$ cat src/rtl/player_motion_if.sv
//==============================================================================
// Module      : player_motion_if
// Description : Control, knockback-handshake and kinematic-output bundle for
//               one player_motion instance.
//               slave  - seen by the kinematics engine.
//               master - seen by whoever drives the controls (game logic/bench).
// Signals     : tick                            frame strobe
//               right,left,jump,squat,defend    level controls
//               kb_valid,kb_dir / kb_ready      knockback request / accept
//               x,y,vy                          signed position and velocity
//               isJ,isQ,isD,isK                 airborne/squat/defend/knocked
// Revision    : 1.0 - initial release
//==============================================================================
`default_nettype none

interface player_motion_if #(
   parameter int XW = 11,
   parameter int YW = 10
);
   logic                 tick;
   logic                 right;
   logic                 left;
   logic                 jump;
   logic                 squat;
   logic                 defend;
   logic                 kb_valid;
   logic                 kb_dir;
   logic                 kb_ready;
   logic signed [XW-1:0] x;
   logic signed [YW-1:0] y;
   logic signed [YW-1:0] vy;
   logic                 isJ;
   logic                 isQ;
   logic                 isD;
   logic                 isK;

   modport slave (
      input  tick, right, left, jump, squat, defend, kb_valid, kb_dir,
      output kb_ready, x, y, vy, isJ, isQ, isD, isK
   );

   modport master (
      output tick, right, left, jump, squat, defend, kb_valid, kb_dir,
      input  kb_ready, x, y, vy, isJ, isQ, isD, isK
   );
endinterface

`default_nettype wire

$ cat src/rtl/player_motion.sv
//==============================================================================
// Module      : player_motion
// Description : Per-player kinematics engine. Holds x, y and vy and advances
//               them once per frame tick through walking, jumping, squatting,
//               defending and knockback. Instantiate once per player.
// Ports       : clk    - system clock
//               rst_n  - asynchronous active-low reset
//               bus    - player_motion_if.slave (controls, knockback
//                        handshake, position/velocity and status flags)
// Options     : DOUBLE_JUMP_EN - when defined, allows one extra jump per
//               airborne period.
// Revision    : 1.0 - initial release
//==============================================================================
`default_nettype none

module player_motion #(
   parameter int XW       = 11,
   parameter int YW       = 10,
   parameter int X_MIN    = -300,
   parameter int X_MAX    = 300,
   parameter int Y_GND    = -200,
   parameter int STEP_X   = 4,
   parameter int V_JUMP   = 12,
   parameter int G        = 1,
   parameter int KB_STEP  = 6,
   parameter int KB_TICKS = 8
)(
   input  wire logic        clk,
   input  wire logic        rst_n,
   player_motion_if.slave   bus
);

   // Guard-bit widths used for overflow-free intermediate arithmetic
   localparam int XG = XW + 1;
   localparam int YG = YW + 1;
   localparam int KW = (KB_TICKS < 2) ? 1 : $clog2(KB_TICKS + 1);

   localparam logic signed [XW-1:0] c_x_min     = XW'(X_MIN);
   localparam logic signed [XW-1:0] c_x_max     = XW'(X_MAX);
   localparam logic signed [XG-1:0] c_x_min_g   = XG'(X_MIN);
   localparam logic signed [XG-1:0] c_x_max_g   = XG'(X_MAX);
   localparam logic signed [XG-1:0] c_step_x    = XG'(STEP_X);
   localparam logic signed [XG-1:0] c_kb_step   = XG'(KB_STEP);
   localparam logic signed [XG-1:0] c_zero_xg   = '0;

   localparam logic signed [YW-1:0] c_y_gnd     = YW'(Y_GND);
   localparam logic signed [YW-1:0] c_v_jump    = YW'(V_JUMP);
   localparam logic signed [YW-1:0] c_zero_y    = '0;
   localparam logic signed [YG-1:0] c_y_gnd_g   = YG'(Y_GND);
   localparam logic signed [YG-1:0] c_y_max_g   = YG'((2 ** (YW - 1)) - 1);
   localparam logic signed [YG-1:0] c_vy_min_g  = YG'(-(2 ** (YW - 1)));
   localparam logic signed [YG-1:0] c_g         = YG'(G);

   localparam logic [KW-1:0]        c_kb_ticks  = KW'(KB_TICKS);
   localparam logic [KW-1:0]        c_kcnt_one  = KW'(1);

   typedef enum logic [1:0] {
      ST_GND   = 2'd0,
      ST_AIR   = 2'd1,
      ST_KNOCK = 2'd2
   } state_t;

   state_t                r_state;
   logic signed [XW-1:0]  r_x;
   logic signed [YW-1:0]  r_y;
   logic signed [YW-1:0]  r_vy;
   logic [KW-1:0]         r_kcnt;
   logic                  r_kdir;
   logic                  r_jump_q;
`ifdef DOUBLE_JUMP_EN
   logic                  r_air_used;
`endif

   logic                  w_jump_edge;
   logic                  w_kb_ready;
   logic                  w_kb_hit;
   logic signed [XG-1:0]  w_walk_dx;
   logic signed [XG-1:0]  w_kb_dx;
   logic signed [XW-1:0]  w_x_walk;
   logic signed [XW-1:0]  w_x_kb;
   logic signed [YG-1:0]  w_y_sum;
   logic signed [YG-1:0]  w_vy_dec;
   logic                  w_land;
   logic signed [YW-1:0]  w_y_air;
   logic signed [YW-1:0]  w_vy_air;

   // Clamp a guard-extended x back into the legal range; never wraps.
   function automatic logic signed [XW-1:0] clamp_x(input logic signed [XG-1:0] v);
      if (v < c_x_min_g)
         return c_x_min;
      else if (v > c_x_max_g)
         return c_x_max;
      else
         return v[XW-1:0];
   endfunction

   assign w_jump_edge = bus.jump & ~r_jump_q;
   assign w_kb_ready  = bus.tick & (r_state != ST_KNOCK);
   // A defended transfer completes the handshake but has no effect on motion
   // state; the tick is then processed as a normal control tick.
   assign w_kb_hit    = bus.kb_valid & w_kb_ready & ~bus.defend;

   // Walk displacement: right wins over left; squatting on the ground freezes x.
   always_comb begin
      w_walk_dx = c_zero_xg;
      if (!((r_state == ST_GND) && bus.squat)) begin
         if (bus.right)
            w_walk_dx = c_step_x;
         else if (bus.left)
            w_walk_dx = -c_step_x;
      end
   end

   assign w_kb_dx  = r_kdir ? c_kb_step : -c_kb_step;
   assign w_x_walk = clamp_x(XG'(r_x) + w_walk_dx);
   assign w_x_kb   = clamp_x(XG'(r_x) + w_kb_dx);

   // Ballistic step shared by AIR and KNOCK (gravity acts identically in both).
   assign w_y_sum  = YG'(r_y) + YG'(r_vy);
   assign w_vy_dec = YG'(r_vy) - c_g;
   assign w_land   = (w_y_sum <= c_y_gnd_g);

   always_comb begin
      w_y_air  = c_y_gnd;
      w_vy_air = c_zero_y;
      if (!w_land) begin
         // Upward overflow is saturated as well so y can never wrap negative.
         if (w_y_sum > c_y_max_g)
            w_y_air = c_y_max_g[YW-1:0];
         else
            w_y_air = w_y_sum[YW-1:0];
         if (w_vy_dec < c_vy_min_g)
            w_vy_air = c_vy_min_g[YW-1:0];
         else
            w_vy_air = w_vy_dec[YW-1:0];
      end
   end

   always_ff @(posedge clk or negedge rst_n) begin
      if (!rst_n) begin
         r_state    <= ST_GND;
         r_x        <= c_x_min;
         r_y        <= c_y_gnd;
         r_vy       <= c_zero_y;
         r_kcnt     <= '0;
         r_kdir     <= 1'b0;
         r_jump_q   <= 1'b0;
`ifdef DOUBLE_JUMP_EN
         r_air_used <= 1'b0;
`endif
      end else if (bus.tick) begin
         r_jump_q <= bus.jump;
         case (r_state)
            ST_GND: begin
               if (w_kb_hit) begin
                  // Knockback overrides walk and jump; motion starts next tick.
                  r_state <= ST_KNOCK;
                  r_kdir  <= bus.kb_dir;
                  r_kcnt  <= c_kb_ticks;
                  r_y     <= c_y_gnd;
                  r_vy    <= c_zero_y;
               end else begin
                  r_x <= w_x_walk;
                  if (w_jump_edge && !bus.squat) begin
                     r_vy    <= c_v_jump;
                     r_state <= ST_AIR;
                  end else begin
                     r_vy <= c_zero_y;
                     r_y  <= c_y_gnd;
                  end
               end
            end

            ST_AIR: begin
               r_y  <= w_y_air;
               r_vy <= w_vy_air;
               if (w_kb_hit) begin
                  r_state <= ST_KNOCK;
                  r_kdir  <= bus.kb_dir;
                  r_kcnt  <= c_kb_ticks;
               end else begin
                  r_x <= w_x_walk;
                  if (w_land) begin
                     r_state <= ST_GND;
`ifdef DOUBLE_JUMP_EN
                     r_air_used <= 1'b0;
                  end else if (w_jump_edge && !r_air_used) begin
                     // y still advances by the old vy this tick
                     r_vy       <= c_v_jump;
                     r_air_used <= 1'b1;
`endif
                  end
               end
            end

            ST_KNOCK: begin
               r_x    <= w_x_kb;
               r_y    <= w_y_air;
               r_vy   <= w_vy_air;
               r_kcnt <= r_kcnt - 1'b1;
               if (r_kcnt == c_kcnt_one) begin
                  if (w_y_air == c_y_gnd) begin
                     r_state <= ST_GND;
`ifdef DOUBLE_JUMP_EN
                     r_air_used <= 1'b0;
`endif
                  end else begin
                     r_state <= ST_AIR;
                  end
               end
            end

            default: r_state <= ST_GND;
         endcase
      end
   end

   assign bus.kb_ready = w_kb_ready;
   assign bus.x        = r_x;
   assign bus.y        = r_y;
   assign bus.vy       = r_vy;
   assign bus.isJ      = (r_state == ST_AIR) || ((r_state == ST_KNOCK) && (r_y > c_y_gnd));
   assign bus.isQ      = bus.squat & (r_state == ST_GND);
   assign bus.isD      = bus.defend & (r_state != ST_KNOCK);
   assign bus.isK      = (r_state == ST_KNOCK);

endmodule

`default_nettype wire

$ cat src/flat_wrapper.sv
// flat-port wrapper written by rule: the top's interface ports become plain ports
module player_motion_flat 
#(
   parameter int XW       = 11,
   parameter int YW       = 10,
   parameter int X_MIN    = -300,
   parameter int X_MAX    = 300,
   parameter int Y_GND    = -200,
   parameter int STEP_X   = 4,
   parameter int V_JUMP   = 12,
   parameter int G        = 1,
   parameter int KB_STEP  = 6,
   parameter int KB_TICKS = 8
)
  (clk, rst_n, bus_tick, bus_right, bus_left, bus_jump, bus_squat, bus_defend, bus_kb_valid, bus_kb_dir, bus_kb_ready, bus_x, bus_y, bus_vy, bus_isJ, bus_isQ, bus_isD, bus_isK);
  player_motion_if #(.XW(XW), .YW(YW)) bus_i ();
  input  wire logic clk;
  input  wire logic rst_n;
  input wire logic [$bits(bus_i.tick)-1:0] bus_tick;
  input wire logic [$bits(bus_i.right)-1:0] bus_right;
  input wire logic [$bits(bus_i.left)-1:0] bus_left;
  input wire logic [$bits(bus_i.jump)-1:0] bus_jump;
  input wire logic [$bits(bus_i.squat)-1:0] bus_squat;
  input wire logic [$bits(bus_i.defend)-1:0] bus_defend;
  input wire logic [$bits(bus_i.kb_valid)-1:0] bus_kb_valid;
  input wire logic [$bits(bus_i.kb_dir)-1:0] bus_kb_dir;
  output wire logic [$bits(bus_i.kb_ready)-1:0] bus_kb_ready;
  output wire logic [$bits(bus_i.x)-1:0] bus_x;
  output wire logic [$bits(bus_i.y)-1:0] bus_y;
  output wire logic [$bits(bus_i.vy)-1:0] bus_vy;
  output wire logic [$bits(bus_i.isJ)-1:0] bus_isJ;
  output wire logic [$bits(bus_i.isQ)-1:0] bus_isQ;
  output wire logic [$bits(bus_i.isD)-1:0] bus_isD;
  output wire logic [$bits(bus_i.isK)-1:0] bus_isK;
  assign bus_i.tick = bus_tick;
  assign bus_i.right = bus_right;
  assign bus_i.left = bus_left;
  assign bus_i.jump = bus_jump;
  assign bus_i.squat = bus_squat;
  assign bus_i.defend = bus_defend;
  assign bus_i.kb_valid = bus_kb_valid;
  assign bus_i.kb_dir = bus_kb_dir;
  assign bus_kb_ready = bus_i.kb_ready;
  assign bus_x = bus_i.x;
  assign bus_y = bus_i.y;
  assign bus_vy = bus_i.vy;
  assign bus_isJ = bus_i.isJ;
  assign bus_isQ = bus_i.isQ;
  assign bus_isD = bus_i.isD;
  assign bus_isK = bus_i.isK;
  player_motion #(.XW(XW), .YW(YW), .X_MIN(X_MIN), .X_MAX(X_MAX), .Y_GND(Y_GND), .STEP_X(STEP_X), .V_JUMP(V_JUMP), .G(G), .KB_STEP(KB_STEP), .KB_TICKS(KB_TICKS)) u_core (.clk(clk), .rst_n(rst_n), .bus(bus_i));
endmodule
$ cat config.mk
export PLATFORM = sky130hd
export DESIGN_NAME = player_motion_flat
export DESIGN_NICKNAME = d
export VERILOG_FILES = /design/src/rtl/player_motion_if.sv /design/src/rtl/player_motion.sv /design/src/flat_wrapper.sv
export SDC_FILE = /design/constraint.sdc
export NUM_CORES = 1
export LEC_CHECK = 0
export ABC_AREA = 1
export BUFFER_PORTS_ARGS = -buffer_cell sky130_fd_sc_hd__buf_4
export CORE_MARGIN = 5
export CORE_UTILIZATION = 35
export DETAILED_ROUTE_END_ITERATION = 12
export HOLD_SLACK_MARGIN = 0.08
export PLACE_DENSITY_LB_ADDON = 0.08
export SETUP_SLACK_MARGIN = 0.02
export SYNTH_ARGS = -nofsm -noshare
export SYNTH_HDL_FRONTEND = slang
export SYNTH_SLANG_ARGS = --single-unit
$ cat constraint.sdc
create_clock -name clk -period 3.8 [get_ports clk]
set_input_delay 0.38 -clock clk [delete_from_list [all_inputs] [get_ports clk]]
set_output_delay 0.38 -clock clk [all_outputs]
set_load 0.03 [all_outputs]
==> impl_metrics.xml <==
<?xml version="1.0" encoding="UTF-8"?>
<metrics>
  <group name="run_status">
    <metric name="status" unit="">finished, final reports clean</metric>
  </group>
  <group name="clock_network">
    <metric name="h_tree_lvl_count" unit="">2</metric>
    <metric name="insertion_delay" unit="ns">0.30</metric>
    <metric name="cts_tree" unit="">yes</metric>
    <metric name="numCtsBuffers" unit="">5</metric>
    <metric name="cts-root-buf" unit="">clkbuf_8</metric>
    <metric name="cts_post_setup_buffers_inserted" unit="">0</metric>
    <metric name="clkTransAtPathRegs" unit="ns">0.08</metric>
    <metric name="clock_tree.buffer_depth" unit="">2</metric>
    <metric name="holdBufCountCts" unit="">1</metric>
    <metric name="cts.sinks" unit="">38</metric>
    <metric name="postCtsResizedCells" unit="">0</metric>
  </group>
  <group name="synth">
    <metric name="yosys.cell_count.top_type" unit="">nand2_1</metric>
    <metric name="syn_area_per_cell" unit="µm²">6.36</metric>
    <metric name="synth-seq-area-share" unit="%">25.0</metric>
    <metric name="yosys-top-cells-count" unit="">nand2_1, inv_1, nand3_1</metric>
    <metric name="synthTopCellsByArea" unit="">nand2_1, dfrtp_1, ha_1</metric>
    <metric name="cell_count_after_synthesis" unit="">607</metric>
    <metric name="yosys_warnings" unit="">0</metric>
    <metric name="synth.cell_area" unit="µm²">3860</metric>
    <metric name="ys_seq_elements" unit="">38</metric>
    <metric name="synth.top_cell.area_share" unit="%">21.5</metric>
    <metric name="netlist.top_cell.by_area" unit="">nand2_1</metric>
    <metric name="mappedNetlistNets" unit="">656</metric>
    <metric name="dominantRegCellSynth" unit="">dfrtp_1</metric>
    <metric name="synth_async_sr_flop_share" unit="%">100</metric>
    <metric name="synth.distinct_cells" unit="">38</metric>
    <metric name="synth-edff-count" unit="">0</metric>
  </group>
  <group name="grt">
    <metric name="global_route.usage.met2" unit="%">30.5</metric>
    <metric name="grt_pass1_wl" unit="µm">17400</metric>
    <metric name="grt-busiest-layer" unit="">met2</metric>
    <metric name="globalRoute.totalOverflow" unit="">0</metric>
    <metric name="first_global_vias" unit="">3670</metric>
    <metric name="antenna_violations_before_repair" unit="">0</metric>
    <metric name="maximum_number_of_pins_on_one_net_before_global_route_repair" unit="">39</metric>
    <metric name="grt_util_met3" unit="%">2.37</metric>
    <metric name="grtUsageTotal" unit="%">16.3</metric>
    <metric name="use_met1" unit="%">19.7</metric>
  </group>
  <group name="routing">
    <metric name="total_wirelength" unit="µm">10500</metric>
    <metric name="routed_via_density" unit="">4.80</metric>
    <metric name="drc_marker_count_from_the_first_detailed_route_iteration" unit="">153</metric>
    <metric name="antenna_violating_nets_post_route" unit="">0</metric>
    <metric name="drt_drc_violations_left" unit="">0</metric>
    <metric name="drtPass1Iterations" unit="">4</metric>
    <metric name="wl_per_cell" unit="µm">13.2</metric>
    <metric name="routed-via-count" unit="">3825</metric>
  </group>
  <group name="setup_path">
    <metric name="r2r-start" unit="">u_core.r_state[0]</metric>
    <metric name="cp-end-kind" unit="">register</metric>
    <metric name="critical_path_class" unit="">register to register</metric>
    <metric name="critPathMaxStageDelay" unit="ns">0.52</metric>
    <metric name="crit_arrival" unit="ns">3.36</metric>
    <metric name="critical_path.reg2reg.endpoint" unit="">u_core.bus.x[1]</metric>
    <metric name="setup.worst_path.start_class" unit="">register</metric>
    <metric name="rr_worst_depth" unit="">18</metric>
    <metric name="crit_path_cell_trace" unit="">inv_1 &gt; ha_1 &gt; nand2_1 &gt; nand2_1 &gt; nor2_1 &gt; ha_1 &gt; a21oi_1 &gt; nand2_1 &gt; nand2_1 &gt; nand2_1 &gt; inv_1 &gt; nand2_1 &gt; o21ai_1 &gt; nand4_1 &gt; nand2_2 &gt; a21oi_1 &gt; nand2_1 &gt; nand2_1</metric>
    <metric name="worst_path_most_repeated_cell" unit="">nand2_1</metric>
    <metric name="reg2reg_slack" unit="ns">0.63</metric>
    <metric name="required_time_reported_for_the_critical_path_endpoint" unit="ns">3.99</metric>
    <metric name="critPathSlowestCell" unit="">nor2_1</metric>
    <metric name="timing.critical_path.fanout_max" unit="">9</metric>
  </group>
  <group name="timing">
    <metric name="timing.hold.ws" unit="ns">0.286</metric>
    <metric name="post-route-min-period" unit="ns">3.17</metric>
    <metric name="layout_setup_ws" unit="ns">0.627</metric>
    <metric name="hold_viol_final" unit="">0</metric>
    <metric name="timing_worst_slew_pin_value" unit="ns">0.681</metric>
    <metric name="finalSetupViolCount" unit="">0</metric>
    <metric name="worst_slew_margin_rel" unit="%">54.5</metric>
    <metric name="clock-skew-final" unit="ns">0.00182</metric>
    <metric name="layout_worst_path_cycle_share" unit="%">83.5</metric>
    <metric name="fmax" unit="MHz">315</metric>
    <metric name="slew_violations" unit="">0</metric>
    <metric name="grt_setup_unrepaired" unit="">false</metric>
    <metric name="fin_setup_tns" unit="ns">0</metric>
  </group>
  <group name="die">
    <metric name="core.rowCount" unit="">38</metric>
    <metric name="die_width" unit="µm">115</metric>
    <metric name="die_area" unit="µm²">13200</metric>
    <metric name="core_area" unit="µm²">10800</metric>
    <metric name="pin_count" unit="">46</metric>
    <metric name="die_h" unit="µm">115</metric>
    <metric name="initial_core_util" unit="%">35.6</metric>
  </group>
  <group name="min_path">
    <metric name="timing.hold.worst_path_depth" unit="">3</metric>
    <metric name="worst_hold_startpoint" unit="">bus_kb_dir</metric>
    <metric name="worstHoldEndpoint" unit="">u_core.r_kdir</metric>
    <metric name="worst_hold_path_type" unit="">input pin to register</metric>
  </group>
  <group name="cells_and_area">
    <metric name="area_growth_syn_to_layout" unit="%">15.7</metric>
    <metric name="post_route_cells_drive_above_1_share" unit="%">13.5</metric>
    <metric name="multiInputGateArea" unit="µm²">2490</metric>
    <metric name="n_fill_cell" unit="">1175</metric>
    <metric name="total_area_of_sequential_cells" unit="µm²">965</metric>
    <metric name="antennaDiodeCount" unit="">0</metric>
    <metric name="layout.nets" unit="">705</metric>
  </group>
  <group name="placement">
    <metric name="post-place-ws" unit="ns">0.669</metric>
    <metric name="placement.io_buffers" unit="">44</metric>
    <metric name="placer_congestion_estimate" unit="">0.889</metric>
    <metric name="dpl.hpwl" unit="µm">8520</metric>
  </group>
  <group name="run">
    <metric name="cap_violations" unit="">0</metric>
  </group>
</metrics>
## metrics by stage
stage	cell area, µm²	utilization [%]	instances
floorplan	3860	-	607
global placement	4340	40.1	788
detailed placement	4340	40.1	788
CTS	4470	41.2	797
global route	4470	41.2	797
finish	4470	41.2	797
## placed cells by master, fill, tap and decap left out, drive strengths merged, types with 2 or more instances in the layout
| cell | instances |
|---|---|
| nand2 | 228 |
| inv | 101 |
| nand3 | 53 |
| nor2 | 46 |
| buf | 44 |
| ha | 36 |
| dfrtp | 27 |
| o21ai | 27 |
| a21oi | 19 |
| nand4 | 16 |
| dfstp | 11 |
| xor2 | 9 |
| clkbuf | 7 |
| nor3 | 7 |
| o22ai | 4 |
| nand3b | 3 |
| fa | 3 |
| a31oi | 2 |
| xnor2 | 2 |
| o21a | 2 |
| a22oi | 2 |
## final cells by class
| class | count | area share [%] |
|---|---|---|
| Clock buffer | 7 | 1.93 |
| Clock inverter | 1 | 0.672 |
| Inverter | 101 | 8.48 |
| Multi-Input combinational cell | 465 | 55.8 |
| Sequential cell | 38 | 21.6 |
| Tap cell | 140 | 3.92 |
| Timing Repair Buffer | 45 | 7.61 |
## worst max-delay path, delay by kind of cell (launching register included)
family | cells | cell delay, ns
flip-flops | 1 | 0.42
buffers and inverters | 2 | 0.16
AND/OR/NAND/NOR | 11 | 1.38
adder cells (fa/ha/maj) | 2 | 0.65
AO/OA/AOI/OAI | 3 | 0.46
## how the worst max path moves through the flow
stage | depth (start not counted) | start | endpoint | slack, ns
after detailed placement | 18 | u_core.r_state[0] | u_core.bus.x[1] | 0.67
after CTS | 18 | u_core.r_state[0] | u_core.bus.x[1] | 0.65
final | 18 | u_core.r_state[0] | u_core.bus.x[1] | 0.63
after global routing | 20 | u_core.r_state[1] | u_core.bus.x[5] | 0.30
after floorplan | 19 | u_core.r_state[0] | u_core.bus.x[1] | 1.10
after global placement | 18 | u_core.r_state[0] | u_core.bus.x[1] | 0.72
## logic make-up after synthesis
kind of cell,share of synthesized area [%]
and+or+nand+nor,39.5
AOI/OAI and AO/OA,9.33
adders and majority gates,13.2
other,0.0971
xor gates and xnor gates,2.49
buffers and inverters,10.4
DFF,25.0
## layer usage
metal  wire length, µm  up-vias
met5                 0        -
met4               102        0
met3               276        6
met2              5440       42
met1              4700     1754
li1                  -     2023
## state kept, by name (all words and copies together), names as in the netlist
signal / count
u_core.r_kcnt: 4
u_core.bus.x: 10
u_core.r_jump_q: 1
u_core.bus.y: 10
u_core.r_state: 2
u_core.r_kdir: 1
u_core.bus.vy: 10
Power is left out: the tool's default activity adds up to more than one toggle a clock period on the data nets, which glitch-free logic cannot reach.
